## src/rtl/mc_ctrl_pkg.sv

```systemverilog
// Shared constants for the multi-cycle controller: states, opcodes,
// ALU operations, PC source selects and the opcode class type.
package mc_ctrl_pkg;

  localparam int MC_OP_W    = 6;
  localparam int MC_STATE_W = 3;

  // FSM state codes (6 and 7 are unused and recover to IF)
  localparam logic [2:0] S_IF   = 3'd0;
  localparam logic [2:0] S_ID   = 3'd1;
  localparam logic [2:0] S_EXE  = 3'd2;
  localparam logic [2:0] S_MEM  = 3'd3;
  localparam logic [2:0] S_WB   = 3'd4;
  localparam logic [2:0] S_HALT = 3'd5;

  // Opcodes (IR[31:26])
  localparam logic [5:0] OP_ADD   = 6'b000000;
  localparam logic [5:0] OP_SUB   = 6'b000001;
  localparam logic [5:0] OP_ADDIU = 6'b000010;
  localparam logic [5:0] OP_AND   = 6'b010000;
  localparam logic [5:0] OP_ANDI  = 6'b010001;
  localparam logic [5:0] OP_ORI   = 6'b010010;
  localparam logic [5:0] OP_XORI  = 6'b010011;
  localparam logic [5:0] OP_SLL   = 6'b011000;
  localparam logic [5:0] OP_SLTI  = 6'b100110;
  localparam logic [5:0] OP_SLT   = 6'b100111;
  localparam logic [5:0] OP_SW    = 6'b110000;
  localparam logic [5:0] OP_LW    = 6'b110001;
  localparam logic [5:0] OP_BEQ   = 6'b110100;
  localparam logic [5:0] OP_BNE   = 6'b110101;
  localparam logic [5:0] OP_BLTZ  = 6'b110110;
  localparam logic [5:0] OP_J     = 6'b111000;
  localparam logic [5:0] OP_JR    = 6'b111001;
  localparam logic [5:0] OP_JAL   = 6'b111010;
  localparam logic [5:0] OP_HALT  = 6'b111111;

  // ALU operation codes
  localparam logic [2:0] ALU_ADD = 3'b000;
  localparam logic [2:0] ALU_SUB = 3'b001;
  localparam logic [2:0] ALU_SLL = 3'b010;
  localparam logic [2:0] ALU_OR  = 3'b011;
  localparam logic [2:0] ALU_AND = 3'b100;
  localparam logic [2:0] ALU_SLT = 3'b110;
  localparam logic [2:0] ALU_XOR = 3'b111;

  // PC source selects
  localparam logic [1:0] PC_SEQ = 2'b00;
  localparam logic [1:0] PC_BR  = 2'b01;
  localparam logic [1:0] PC_JR  = 2'b10;
  localparam logic [1:0] PC_JMP = 2'b11;

  // Instruction classes driving the FSM path
  typedef enum logic [2:0] {
    CL_ALU_R   = 3'd0,
    CL_ALU_I   = 3'd1,
    CL_LOAD    = 3'd2,
    CL_STORE   = 3'd3,
    CL_BRANCH  = 3'd4,
    CL_JUMP    = 3'd5,
    CL_HALT    = 3'd6,
    CL_UNKNOWN = 3'd7
  } op_class_e;

endpackage

```

## src/rtl/mc_ctrl_decode.sv

```systemverilog
// Combinational opcode decoder: instruction class plus the ALU-side
// controls (operation, operand selects, immediate extension).
module mc_ctrl_decode
  import mc_ctrl_pkg::*;
(
  input  logic [MC_OP_W-1:0] opcode,
  output op_class_e          op_class,
  output logic [2:0]         alu_op,
  output logic               ext_sel,
  output logic               alu_src_a,
  output logic               alu_src_b
);

  // Map each opcode to its class and ALU configuration; unknown opcodes decode as a NOP
  always_comb begin
    op_class  = CL_UNKNOWN;
    alu_op    = ALU_ADD;
    ext_sel   = 1'b0;
    alu_src_a = 1'b0;
    alu_src_b = 1'b0;
    case (opcode)
      OP_ADD:   begin op_class = CL_ALU_R; alu_op = ALU_ADD; end
      OP_SUB:   begin op_class = CL_ALU_R; alu_op = ALU_SUB; end
      OP_AND:   begin op_class = CL_ALU_R; alu_op = ALU_AND; end
      OP_SLT:   begin op_class = CL_ALU_R; alu_op = ALU_SLT; end
      OP_SLL:   begin op_class = CL_ALU_R; alu_op = ALU_SLL; alu_src_a = 1'b1; end
      OP_ADDIU: begin op_class = CL_ALU_I; alu_op = ALU_ADD; ext_sel = 1'b1; alu_src_b = 1'b1; end
      OP_ANDI:  begin op_class = CL_ALU_I; alu_op = ALU_AND; alu_src_b = 1'b1; end
      OP_ORI:   begin op_class = CL_ALU_I; alu_op = ALU_OR;  alu_src_b = 1'b1; end
      OP_XORI:  begin op_class = CL_ALU_I; alu_op = ALU_XOR; alu_src_b = 1'b1; end
      OP_SLTI:  begin op_class = CL_ALU_I; alu_op = ALU_SLT; ext_sel = 1'b1; alu_src_b = 1'b1; end
      OP_LW:    begin op_class = CL_LOAD;  alu_op = ALU_ADD; ext_sel = 1'b1; alu_src_b = 1'b1; end
      OP_SW:    begin op_class = CL_STORE; alu_op = ALU_ADD; ext_sel = 1'b1; alu_src_b = 1'b1; end
      // Branches compare via subtraction: zero for beq/bne, sign of rs-$0 for bltz
      OP_BEQ,
      OP_BNE,
      OP_BLTZ:  begin op_class = CL_BRANCH; alu_op = ALU_SUB; ext_sel = 1'b1; end
      OP_J,
      OP_JR,
      OP_JAL:   begin op_class = CL_JUMP; end
      OP_HALT:  begin op_class = CL_HALT; end
      default:  begin op_class = CL_UNKNOWN; end
    endcase
  end

endmodule

```

## src/rtl/mc_control_fsm.sv

```systemverilog
// Multi-cycle controller: walks each instruction through IF/ID/EXE/MEM/WB,
// pulses PCWre on the instruction's last cycle and drives datapath enables.
// Outputs are combinational from state and opcode and are held at 0 while
// Reset is asserted.
module mc_control_fsm
  import mc_ctrl_pkg::*;
#(
  parameter int OP_W    = 6,
  parameter int STATE_W = 3
) (
  input  logic               CLK,
  input  logic               Reset,
  input  logic [OP_W-1:0]    opcode,
  input  logic               zero,
  input  logic               sign,
  output logic               PCWre,
  output logic [1:0]         PCSrc,
  output logic               IRWre,
  output logic               ALUSrcA,
  output logic               ALUSrcB,
  output logic [2:0]         ALUOp,
  output logic               ExtSel,
  output logic               RegWre,
  output logic [1:0]         RegDst,
  output logic               WrRegDSrc,
  output logic               DBDataSrc,
  output logic               mRD,
  output logic               mWR,
  output logic [STATE_W-1:0] state
);

  logic [STATE_W-1:0] state_r;
  logic [STATE_W-1:0] next_state_s;
  op_class_e          op_class_s;
  logic [2:0]         dec_alu_op_s;
  logic               dec_ext_sel_s;
  logic               dec_src_a_s;
  logic               dec_src_b_s;
  logic               br_taken_s;

  logic               pcwre_s;
  logic [1:0]         pcsrc_s;
  logic               irwre_s;
  logic               alusrca_s;
  logic               alusrcb_s;
  logic [2:0]         aluop_s;
  logic               extsel_s;
  logic               regwre_s;
  logic [1:0]         regdst_s;
  logic               wrregdsrc_s;
  logic               dbdatasrc_s;
  logic               mrd_s;
  logic               mwr_s;

  mc_ctrl_decode u_decode (
    .opcode    (opcode),
    .op_class  (op_class_s),
    .alu_op    (dec_alu_op_s),
    .ext_sel   (dec_ext_sel_s),
    .alu_src_a (dec_src_a_s),
    .alu_src_b (dec_src_b_s)
  );

  // Branch condition from ALU flags for the conditional-branch opcodes
  always_comb begin
    br_taken_s = 1'b0;
    case (opcode)
      OP_BEQ:  br_taken_s = zero;
      OP_BNE:  br_taken_s = ~zero;
      OP_BLTZ: br_taken_s = sign;
      default: br_taken_s = 1'b0;
    endcase
  end

  // Next-state selection by current state and instruction class
  always_comb begin
    next_state_s = S_IF;
    case (state_r)
      S_IF: next_state_s = S_ID;
      S_ID: begin
        case (op_class_s)
          CL_JUMP, CL_UNKNOWN: next_state_s = S_IF;
          CL_HALT:             next_state_s = S_HALT;
          default:             next_state_s = S_EXE;
        endcase
      end
      S_EXE: begin
        case (op_class_s)
          CL_LOAD, CL_STORE:   next_state_s = S_MEM;
          CL_ALU_R, CL_ALU_I:  next_state_s = S_WB;
          default:             next_state_s = S_IF;
        endcase
      end
      S_MEM: begin
        case (op_class_s)
          CL_LOAD: next_state_s = S_WB;
          default: next_state_s = S_IF;
        endcase
      end
      S_WB:    next_state_s = S_IF;
      S_HALT:  next_state_s = S_HALT;
      default: next_state_s = S_IF;
    endcase
  end

  // State register; asynchronous active-low reset returns to IF
  always_ff @(posedge CLK or negedge Reset) begin
    if (!Reset) begin
      state_r <= S_IF;
    end else begin
      state_r <= next_state_s;
    end
  end

  // Per-state control outputs; IF and HALT never look at the opcode
  always_comb begin
    pcwre_s     = 1'b0;
    pcsrc_s     = PC_SEQ;
    irwre_s     = 1'b0;
    alusrca_s   = 1'b0;
    alusrcb_s   = 1'b0;
    aluop_s     = ALU_ADD;
    extsel_s    = 1'b0;
    regwre_s    = 1'b0;
    regdst_s    = 2'b00;
    wrregdsrc_s = 1'b0;
    dbdatasrc_s = 1'b0;
    mrd_s       = 1'b0;
    mwr_s       = 1'b0;
    case (state_r)
      S_IF: begin
        irwre_s = 1'b1;
      end
      S_ID: begin
        alusrca_s = dec_src_a_s;
        alusrcb_s = dec_src_b_s;
        aluop_s   = dec_alu_op_s;
        extsel_s  = dec_ext_sel_s;
        case (op_class_s)
          CL_JUMP: begin
            pcwre_s = 1'b1;
            case (opcode)
              OP_JR:   pcsrc_s = PC_JR;
              default: pcsrc_s = PC_JMP;
            endcase
            // jal links PC+4 into $31 during its single decode cycle
            if (opcode == OP_JAL) begin
              regwre_s    = 1'b1;
              regdst_s    = 2'b00;
              wrregdsrc_s = 1'b0;
            end else begin
              regwre_s    = 1'b0;
            end
          end
          CL_UNKNOWN: pcwre_s = 1'b1;
          default:    pcwre_s = 1'b0;
        endcase
      end
      S_EXE: begin
        alusrca_s = dec_src_a_s;
        alusrcb_s = dec_src_b_s;
        aluop_s   = dec_alu_op_s;
        extsel_s  = dec_ext_sel_s;
        if (op_class_s == CL_BRANCH) begin
          pcwre_s = 1'b1;
          pcsrc_s = br_taken_s ? PC_BR : PC_SEQ;
        end else begin
          pcwre_s = 1'b0;
        end
      end
      S_MEM: begin
        alusrca_s = dec_src_a_s;
        alusrcb_s = dec_src_b_s;
        aluop_s   = dec_alu_op_s;
        extsel_s  = dec_ext_sel_s;
        case (op_class_s)
          CL_LOAD:  mrd_s = 1'b1;
          CL_STORE: begin mwr_s = 1'b1; pcwre_s = 1'b1; end
          default:  mrd_s = 1'b0;
        endcase
      end
      S_WB: begin
        alusrca_s   = dec_src_a_s;
        alusrcb_s   = dec_src_b_s;
        aluop_s     = dec_alu_op_s;
        extsel_s    = dec_ext_sel_s;
        pcwre_s     = 1'b1;
        regwre_s    = 1'b1;
        wrregdsrc_s = 1'b1;
        regdst_s    = (op_class_s == CL_ALU_R) ? 2'b10 : 2'b01;
        dbdatasrc_s = (op_class_s == CL_LOAD) ? 1'b1 : 1'b0;
      end
      default: begin
        pcwre_s = 1'b0;
      end
    endcase
  end

  // Every output is forced low while Reset is held
  assign PCWre     = Reset & pcwre_s;
  assign PCSrc     = {2{Reset}} & pcsrc_s;
  assign IRWre     = Reset & irwre_s;
  assign ALUSrcA   = Reset & alusrca_s;
  assign ALUSrcB   = Reset & alusrcb_s;
  assign ALUOp     = {3{Reset}} & aluop_s;
  assign ExtSel    = Reset & extsel_s;
  assign RegWre    = Reset & regwre_s;
  assign RegDst    = {2{Reset}} & regdst_s;
  assign WrRegDSrc = Reset & wrregdsrc_s;
  assign DBDataSrc = Reset & dbdatasrc_s;
  assign mRD       = Reset & mrd_s;
  assign mWR       = Reset & mwr_s;
  assign state     = state_r;

endmodule
```

## config.mk

```make
export PLATFORM = sky130hd
export DESIGN_NAME = mc_control_fsm
export DESIGN_NICKNAME = d
export VERILOG_FILES = /design/src/rtl/mc_ctrl_pkg.sv /design/src/rtl/mc_ctrl_decode.sv /design/src/rtl/mc_control_fsm.sv
export SDC_FILE = /design/constraint.sdc
export NUM_CORES = 1
export LEC_CHECK = 0
export BUFFER_PORTS_ARGS = -buffer_cell sky130_fd_sc_hd__buf_2
export CORE_UTILIZATION = 44
export CTS_CLUSTER_DIAMETER = 150
export DETAILED_ROUTE_END_ITERATION = 10
export PLACE_DENSITY = 0.82
export SETUP_SLACK_MARGIN = 0.1
export SLEW_MARGIN = 20
export SYNTH_ARGS = -nofsm -noshare
export SYNTH_HDL_FRONTEND = slang
export SYNTH_SLANG_ARGS = --single-unit
```

## constraint.sdc

```tcl
create_clock -name CLK -period 1.65 [get_ports CLK]
set_input_delay 0.165 -clock CLK [delete_from_list [all_inputs] [get_ports CLK]]
set_output_delay 0.165 -clock CLK [all_outputs]
set_load 0.005 [all_outputs]
```

==> impl_metrics.xml <==
<?xml version="1.0" encoding="UTF-8"?>
<metrics>
  <group name="status">
    <metric name="result_of_the_run" unit="">finished, violations left</metric>
    <metric name="failed_checks" unit="">setup timing</metric>
  </group>
  <group name="drt">
    <metric name="wirelength" unit="um">3613</metric>
    <metric name="antenna_violating_nets_post_route" unit="">0</metric>
    <metric name="avgRoutedWirePerCell" unit="um">16.20</metric>
    <metric name="drt-initial-drc-count" unit="">61</metric>
    <metric name="avgViaCountPerCell" unit="">5.906</metric>
    <metric name="route.vias.total" unit="">1317</metric>
    <metric name="detailed_routing_iteration_count_for_the_pre_antenna_repair_pass" unit="">4</metric>
    <metric name="remaining_drc_errors" unit="">0</metric>
  </group>
  <group name="critical_path">
    <metric name="worstSetupEndpointType" unit="">primary output</metric>
    <metric name="crit_path_start_kind" unit="">flop</metric>
    <metric name="crit_path_top_delay_cell" unit="">dfrtp_2</metric>
    <metric name="cells_along_the_critical_path" unit="">nor2_4 &gt; nand2_1 &gt; a221o_1 &gt; or3_4 &gt; a21oi_2 &gt; buf_2</metric>
    <metric name="timing.critical_path.buf_inv" unit="">1</metric>
    <metric name="critical_path_class" unit="">reg -&gt; out</metric>
    <metric name="worstPathArrival" unit="ns">1.69</metric>
    <metric name="critical-path-max-stage-delay" unit="ns">0.44</metric>
    <metric name="worstRegToRegCells" unit="">4</metric>
    <metric name="cp_data_required_time" unit="ns">1.48</metric>
    <metric name="maximum_fanout_along_the_worst_path" unit="">4</metric>
    <metric name="worst-path-stages" unit="">6</metric>
    <metric name="crit_family" unit="">simple AND/OR/NAND/NOR gates</metric>
  </group>
  <group name="timing">
    <metric name="timing.clock.skew" unit="ns">0.001915</metric>
    <metric name="layout_min_cycle_time" unit="ns">1.855</metric>
    <metric name="max_freq" unit="MHz">539.1</metric>
    <metric name="hold_viol_final" unit="">0</metric>
    <metric name="finalCritPeriodShare" unit="%">112.4</metric>
    <metric name="sum_neg_setup_slack" unit="ns">-0.8543</metric>
    <metric name="slew-limit-headroom" unit="%">80.26</metric>
    <metric name="rsz0062_at_grt" unit="">yes</metric>
    <metric name="maxSlewViolCount" unit="">0</metric>
    <metric name="setup_failing_eps_final" unit="">9</metric>
    <metric name="finalWorstSetupSlack" unit="ns">-0.2049</metric>
    <metric name="tightest_slew" unit="ns">0.2955</metric>
  </group>
  <group name="placement">
    <metric name="place_hpwl" unit="um">2197</metric>
    <metric name="finalWeightedCongestion" unit="">0.9442</metric>
    <metric name="io_buffers" unit="">29</metric>
  </group>
  <group name="yosys">
    <metric name="synth_cell_type_count" unit="">47</metric>
    <metric name="post_synth.cell_area_avg" unit="um2">6.398</metric>
    <metric name="synth_edf_count" unit="">0</metric>
    <metric name="synth_area_leader_cell" unit="">dfrtp_1</metric>
    <metric name="ys_top_cells_by_area" unit="">dfrtp_1 8.9%, a21oi_1 7.7%, nor2_1 7.6%</metric>
    <metric name="synth_seq_cells" unit="">3</metric>
    <metric name="ys.warnings.count" unit="">0</metric>
    <metric name="synth_xor_xnor_area_share" unit="%">1.037</metric>
    <metric name="synth_sequential_area_ratio" unit="%">8.889</metric>
    <metric name="postSynthCellCount" unit="">132</metric>
    <metric name="post_synth_fa_ha_maj_area_fraction" unit="%">0</metric>
    <metric name="synth_largest_type_area_fraction" unit="%">8.889</metric>
    <metric name="syn_area" unit="um2">844.6</metric>
    <metric name="synthesis.nets" unit="">142</metric>
    <metric name="largest_family_of_logic_cells_by_synthesized_area" unit="">simple AND/OR/NAND/NOR gates</metric>
    <metric name="yosys_most_used_dff" unit="">dfrtp_1</metric>
    <metric name="synth.mux.area_fraction" unit="%">1.185</metric>
    <metric name="async_flop_share" unit="%">100.0</metric>
    <metric name="fraction_of_the_mapped_netlist_area_in_compound_gates" unit="%">31.41</metric>
    <metric name="synth-simple-area-share" unit="%">45.93</metric>
  </group>
  <group name="run">
    <metric name="max_cap_violations" unit="">0</metric>
  </group>
  <group name="power">
    <metric name="power_density" unit="nW/um2">675.0</metric>
    <metric name="seq_power_share" unit="%">13.8</metric>
    <metric name="power.leakage" unit="nW">0.6729</metric>
    <metric name="power_switching" unit="mW">0.4430</metric>
    <metric name="design_power_total" unit="mW">0.9856</metric>
    <metric name="power_frac_clock" unit="%">12.6</metric>
    <metric name="ir_drop" unit="uV">886.2</metric>
    <metric name="power.combinational.fraction" unit="%">73.5</metric>
    <metric name="intPower" unit="mW">0.5425</metric>
    <metric name="switching_portion_of_total_power" unit="%">44.95</metric>
  </group>
  <group name="final_layout">
    <metric name="layout.cells.most_common_list" unit="">37 x buf_4, 23 x buf_2, 12 x a21oi_1, 12 x nor2_1, 9 x nand2_1</metric>
    <metric name="largest_register_ff_count" unit="">3</metric>
    <metric name="final_stage_net_count" unit="">209</metric>
    <metric name="area_growth_syn_to_layout" unit="%">72.89</metric>
    <metric name="area.sequential" unit="um2">77.57</metric>
    <metric name="insertedDiodeCount" unit="">0</metric>
    <metric name="filler_instances" unit="">121</metric>
    <metric name="final_layout_size_suffix_gt1_share" unit="%">52.02</metric>
    <metric name="multi_input_comb_area" unit="um2">779.5</metric>
    <metric name="layout.cells.most_common" unit="">buf_4</metric>
  </group>
  <group name="global_route">
    <metric name="overflow" unit="">0</metric>
    <metric name="grt_use_total" unit="%">34.09</metric>
    <metric name="grt_pass1_wl" unit="um">5181</metric>
    <metric name="number_of_antenna_violations_at_the_first_check_in_global_routing" unit="">0</metric>
    <metric name="first_global_vias" unit="">1189</metric>
    <metric name="largest_net_degree_at_the_start_of_global_routing" unit="">14</metric>
  </group>
  <group name="clock_tree">
    <metric name="cts_tree" unit="">yes</metric>
    <metric name="clk_pin_slew" unit="ns">0.04</metric>
    <metric name="cts_buffers" unit="">3</metric>
    <metric name="worstSkewPairLatency" unit="ns">0.23</metric>
    <metric name="number_of_buffers_on_the_longest_clock_path" unit="">2</metric>
    <metric name="cts_sinks" unit="">3</metric>
    <metric name="htree_levels" unit="">1</metric>
    <metric name="cts_root_buffer" unit="">clkbuf_4</metric>
  </group>
  <group name="floorplanning">
    <metric name="starting_density_of_the_core" unit="%">47.87</metric>
    <metric name="row_count" unit="">15</metric>
    <metric name="die_x" unit="um">45.81</metric>
    <metric name="die_height" unit="um">45.81</metric>
    <metric name="die_area" unit="um2">2099</metric>
    <metric name="num_io_pins" unit="">30</metric>
    <metric name="core_area" unit="um2">1764</metric>
  </group>
  <group name="worst_hold_path">
    <metric name="min_path_type" unit="">in -&gt; async</metric>
  </group>
</metrics>
power groups by stage:
stage	sequential [mW]	combinational [mW]	clock [mW]
after CTS	0.128	0.666	0.130
after global routing	0.138	0.779	0.131
final	0.136	0.725	0.125
after global placement	0.129	0.575	0
after detailed placement	0.131	0.588	0
after floorplan	0.135	0.356	0
Yosys cell counts, types with 2 or more instances:
cell type and number:
and2b_1 2, nand2b_1 3, nor4_1 2, or3_1 2
o2111ai_1 2, a22oi_1 2, nor2b_1 5, o21ai_0 8
dfrtp_1 3, nor3_1 5, a31oi_1 3, nand4_1 3
nand3_1 8, buf_2 2, nor2_1 17, nor2_2 2
buf_6 5, nand2_1 12, nand4b_1 2, inv_1 5
a21oi_1 13
area by class of cell:
class                      instances  area share, %
inverter                           6          1.542
clock buffer                       4          1.799
timing repair buffer              71          35.82
tap                               25          2.142
sequential                         3          5.313
multi-input combinational        114          53.38
through the flow:
step           util, %  instances  setup slack [ns]  area (um2)  hold WS, ns
2_1_floorplan        -        132           0.04917       862.1      -0.1306
3_3_place_gp     69.43        213           -0.1943        1225    -0.002054
3_5_place_dp     69.43        213           -0.2067        1225     0.004115
4_1_cts          80.92        224           -0.2136        1428       0.3621
5_1_grt          82.77        223           -0.2449        1460       0.4106
6_report         82.77        223           -0.2049        1460       0.3891
timing repair:
action | CTS | global route
pin swaps | 10 | 8
hold endpoints to repair | 3 | 0
endpoints found under the setup margin | 13 | 17
hold buffers | 1 | 0
buffers inserted | 7 | 4
resized for setup | 32 | 11
per-layer routing:
layer	vias up	global-route usage, %	share of wire [%]
li1	615	-	-
met1	610	41.23	39
met2	80	61.14	49
met3	12	2.778	7.4
met4	0	14.12	3.9
met5	-	0	0
kinds of logic after synthesis:
logic type / Yosys count
buffers and inverters: 15
AO/OA/AOI/OAI: 41
flip-flops: 3
XOR/XNOR: 1
AND/OR/NAND/NOR: 71
multiplexers: 1
worst paths after layout:
check	from	end	slack, ns
setup / recovery	state[1]$_DFF_PN0_	PCSrc[0]	-0.20
hold / removal	Reset	state[2]$_DFF_PN0_	0.39
setup reg to reg	state[1]$_DFF_PN0_	state[1]$_DFF_PN0_	0.36
hold reg to reg	state[2]$_DFF_PN0_	state[1]$_DFF_PN0_	0.62
max in group asynchronous	Reset	state[0]$_DFF_PN0_	1.10
min in group CLK	opcode[4]	state[1]$_DFF_PN0_	0.49
Note: power is estimated with default switching activity, not from simulation.
